<file path="src/rtl/cmdout_arbiter.sv">
// cmdout_arbiter
//   Merges single-beat 64-bit task-finished messages from MAX_ACCS
//   accelerators into one tagged stream for the Picos manager's
//   inStream_CmdOut port. Round-robin grant, one-entry output register.
//
//   Parameters:
//     MAX_ACCS  number of accelerator streams (2..64)
//     ID_W      tid width, derived from MAX_ACCS (do not override)
//
//   Ports:
//     aclk              clock, rising edge
//     ps_rst            synchronous active-high reset
//     acc_tvalid/ready  per-accelerator handshake (at most one ready high)
//     acc_tdata         message i in bits [64*i+63:64*i]
//     cmdout_in_*       merged output stream (tvalid/tready/tid/tdata)
//     beat_count        delivered-beat counter (optional)
//
//   Optional feature: define CMDOUT_ARB_COUNT_EN to add the beat_count port.
module cmdout_arbiter #(
  parameter int unsigned MAX_ACCS = 16,
  parameter int unsigned ID_W     = $clog2(MAX_ACCS)
) (
  input  logic                   aclk,
  input  logic                   ps_rst,
  input  logic [MAX_ACCS-1:0]    acc_tvalid,
  output logic [MAX_ACCS-1:0]    acc_tready,
  input  logic [64*MAX_ACCS-1:0] acc_tdata,
  output logic                   cmdout_in_tvalid,
  input  logic                   cmdout_in_tready,
  output logic [ID_W-1:0]        cmdout_in_tid,
  output logic [63:0]            cmdout_in_tdata
`ifdef CMDOUT_ARB_COUNT_EN
  ,
  output logic [31:0]            beat_count
`endif
);

  // One extra bit so last_grant + offset never overflows before the wrap.
  localparam int unsigned CW = ID_W + 1;

  logic            slot_free;
  logic            grant_found;
  logic [ID_W-1:0] grant_idx;
  logic [ID_W-1:0] last_grant;
  logic [CW-1:0]   cand;

  assign slot_free = !cmdout_in_tvalid || cmdout_in_tready;

  // Search last_grant+1, last_grant+2, ... modulo MAX_ACCS; last_grant
  // itself is visited last. The first hit wins.
  always_comb begin
    grant_found = 1'b0;
    grant_idx   = '0;
    cand        = '0;
    for (int unsigned k = 1; k <= MAX_ACCS; k++) begin
      cand = {1'b0, last_grant} + CW'(k);
      if (cand >= CW'(MAX_ACCS)) begin
        cand = cand - CW'(MAX_ACCS);
      end
      if (!grant_found && acc_tvalid[cand[ID_W-1:0]]) begin
        grant_found = 1'b1;
        grant_idx   = cand[ID_W-1:0];
      end
    end
  end

  always_comb begin
    acc_tready = '0;
    if (!ps_rst && slot_free && grant_found) begin
      acc_tready[grant_idx] = 1'b1;
    end
  end

  always_ff @(posedge aclk) begin
    if (ps_rst) begin
      cmdout_in_tvalid <= 1'b0;
      cmdout_in_tid    <= '0;
      cmdout_in_tdata  <= '0;
      last_grant       <= ID_W'(MAX_ACCS - 1);
    end else if (slot_free) begin
      if (grant_found) begin
        cmdout_in_tvalid <= 1'b1;
        cmdout_in_tid    <= grant_idx;
        cmdout_in_tdata  <= acc_tdata[64*grant_idx +: 64];
        last_grant       <= grant_idx;
      end else begin
        cmdout_in_tvalid <= 1'b0;
      end
    end
  end

`ifdef CMDOUT_ARB_COUNT_EN
  logic [31:0] beat_cnt;

  always_ff @(posedge aclk) begin
    if (ps_rst) begin
      beat_cnt <= '0;
    end else if (cmdout_in_tvalid && cmdout_in_tready) begin
      beat_cnt <= beat_cnt + 32'd1;
    end
  end

  assign beat_count = beat_cnt;
`endif

endmodule

</file>
<file path="config.mk">
export PLATFORM = sky130hd
export DESIGN_NAME = cmdout_arbiter
export DESIGN_NICKNAME = d
export VERILOG_FILES = /design/src/rtl/cmdout_arbiter.sv
export SDC_FILE = /design/constraint.sdc
export NUM_CORES = 1
export LEC_CHECK = 0
export BUFFER_PORTS_ARGS = -buffer_cell sky130_fd_sc_hd__buf_2
export CORE_AREA = 2 2 436 438
export CTS_CLUSTER_SIZE = 28
export DETAILED_ROUTE_END_ITERATION = 12
export DIE_AREA = 0 0 438 440
export SLEW_MARGIN = 20
export SYNTH_ARGS = -nofsm -noshare
export SYNTH_HDL_FRONTEND = slang
export SYNTH_SLANG_ARGS = --single-unit
export TNS_END_PERCENT = 30
</file>
<file path="constraint.sdc">
create_clock -name aclk -period 10.02 [get_ports aclk]
set_clock_uncertainty 0.2 [all_clocks]
set_input_delay 2.505 -clock aclk [delete_from_list [all_inputs] [get_ports aclk]]
set_output_delay 2.505 -clock aclk [all_outputs]
set_load 0.05 [all_outputs]
</file>
==> flow_metrics.py <==
metrics = {
    "cts": {
        "post_cts_buffers": 0,
        "cts_max_level": 3,
        "cts-root-buf": "clkbuf_16",
        "clockBufferDepth": 2,
        "cts.sinks": 73,
        "cts.clk_slew.worst_paths_ns": 0.08,
        "hold_buffers": 0,
        "cts_tree": "done",
        "numCtsBuffers": 9,
        "cts_resized": 0,
        "clk-insertion-delay-late_ns": 0.43,
    },
    "placement": {
        "gp_congestion": 0.9580,
        "dpl.hpwl_mm": 145.7,
        "portBuffers": 1127,
    },
    "setup_path": {
        "critPathCaptureType": "output pin",
        "timing.critical_path.buf_inv": 2,
        "crit_fanout": 9,
        "critical_path_arrival_ns": 6.58,
        "cp_top_family": "simple AND/OR/NAND/NOR gates",
        "cp_slowest_cell": "nor4_1",
        "cp-start-kind": "input port",
        "crit_type": "in2out",
        "required_ns": 7.32,
        "slowest_delay_ns": 0.57,
        "cp_cell_sequence": "buf_2, mux4_2, mux2i_1, mux2_2, nand2_1, nor4_1, nand4_1, a211o_1, nand4_1, o21a_4, nand2b_1, nand2b_1, nor3_1, buf_2",
    },
    "yosys": {
        "synth_edf_count": 0,
        "synth_cells": 2201,
        "syn_area_sq_mm": 0.01432,
        "async_flop_share_pct": 0,
        "synth_area_leader_cell": "mux2i_1",
        "synth-seq-cells": 73,
        "syn-num-nets": 3252,
        "ys_seq_area_share_pct": 10.21,
        "yosys-top-cells-area": "mux2i_1 (16%), nand2_1 (15%), dfxtp_1 (10%)",
        "avgSynthCellArea_sq_um": 6.506,
        "ys_types": 79,
        "ys_warn_count": 0,
        "ys.flop_type": "dfxtp_1",
        "yosys.area.top_type_share_pct": 16.08,
    },
    "final_layout": {
        "multi_input_area_sq_mm": 0.01180,
        "final.fill_count": 22340,
        "layout_common_cells": "buf_2 (1126), nand2_1 (583), nor2_1 (277), nand3_1 (235), mux2i_1 (230)",
        "final_common_cell": "buf_2",
        "seq_area_sq_mm": 0.001461,
        "nets": 4258,
        "drive_gt1_share_pct": 41.06,
        "syn2layout_area_growth_pct": 62.57,
    },
    "timing": {
        "worst_slew_pin_slew_ns": 1.068,
        "max_freq_mhz": 107.7,
        "hold_viol": 0,
        "drv_slew": 0,
        "fin_crit_sh_pct": 92.71,
        "min_period_ns": 9.289,
        "max_slew_margin_pct": 28.73,
        "rsz0062_at_grt": "no",
        "fin_setup_tns_ns": 0,
        "setup_violations": 0,
    },
    "floorplanning": {
        "core-area_sq_mm": 0.1886,
        "chipWidth_um": 438,
        "initial_core_util_pct": 7.594,
        "die_y_um": 440,
        "fp.dieArea_sq_mm": 0.1927,
        "ios": 1128,
        "fp-row-count": 160,
    },
    "grt": {
        "grt_antenna_before_repair": 163,
        "grt_pass1_wl_mm": 207.2,
        "grt_use_total_pct": 16.60,
        "grt_max_degree": 139,
        "grt_pass1_vias": 19690,
        "grt_overflow": 0,
    },
    "routing": {
        "dr.pass1.iters": 7,
        "drtAntennaViolNets": 0,
        "wl_per_cell_um": 29.07,
        "vias": 22560,
        "drt_iter0_markers": 2416,
        "drc": 0,
        "via_per_inst": 3.894,
        "drt-total-wl_mm": 168.4,
    },
    "run_status": {
        "status": "completed",
    },
    "run": {
        "drv_cap": 0,
    },
    "hold_path": {
        "worstHoldPathType": "reg2reg",
    },
}
worst min-delay path, stage by stage (launching register included):
cell	delay, ns
dfxtp_1	0.31
nand2_1	0.05
a21oi_1	0.05
metal layers:
metal	wire (um)	global-route usage, %	vias to the layer above
met4	5936	5.667	86
li1	-	-	10130
met2	80290	27.64	1385
met1	62490	18.81	10660
met3	19150	7.286	295
met5	529	0	-
kinds of logic after synthesis:
kind of cell,share of synthesized area (%)
AOI/OAI and AO/OA,19.08
and+or+nand+nor,37.95
muxes,23.15
adders and majority gates,0.6990
xor gates and xnor gates,0.8563
DFF,10.21
buffers and inverters,8.056
sequential cells by signal, indices dropped and copies added, names as in the netlist:
signal            flops
cmdout_in_tdata      64
cmdout_in_tid         4
cmdout_in_tvalid      1
last_grant            4
final cells by class:
class,count,share of cell area [%]
Sequential cell,73,6.278
Timing Repair Buffer,1211,27.34
Tap cell,2511,13.50
Inverter,10,0.1612
Antenna cell,70,0.7524
Clock inverter,4,0.2257
Clock buffer,12,1.059
Multi-Input combinational cell,1902,50.69
stage by stage:
stage                     instance area, sq um  utilization [%]  hold WS [ns]  cells  worst slack [ns]
final                                    23280            12.34        0.2567   5793            0.7308
after global routing                     23160            12.28        0.2689   5745            0.3874
after CTS                                23100            12.25        0.2593   5723            0.7301
after detailed placement                 22810            12.09        0.2483   5707            0.7408
after global placement                   22810            12.09        0.2463   5707            0.6588
after floorplan                          14320                -        0.4754   2201            0.4919
path summary, 6_finish.rpt:
kind / start / endpoint / slack (ns) / cells past startpoint
worst max-delay path: acc_tvalid[6] / acc_tready[12] / 0.73 / 14
worst min-delay path: cmdout_in_tid[1] / cmdout_in_tid[1] / 0.26 / 2
worst max register to register: last_grant[0] / cmdout_in_tdata[0] / 2.47 / 18
worst min register to register: cmdout_in_tid[1] / cmdout_in_tid[1] / 0.26 / 2
cells in the mapped netlist (all sizes together) (3+ instances only):
cell and n:
nand2 587, nor2 281, nand3 236, mux2i 230, buf 150, a311oi 79, dfxtp 73, clkbuf 66
nand4 54, o211ai 48, a32oi 44, nor3 40, mux2 32, o21ai 30, mux4 29, and3 24
a21oi 20, o221ai 20, o2bb2ai 20, a222oi 18, xnor2 11, inv 9, ha 8, nor4 8
a211o 7, nand2b 7, and2 6, a211oi 4, nor3b 4, o21a 4, a2111oi 3, a31oi 3
o21bai 3, xor2 3
Power is left out: the tool's default activity adds up to more than one toggle a clock period on the data nets, which glitch-free logic cannot reach.
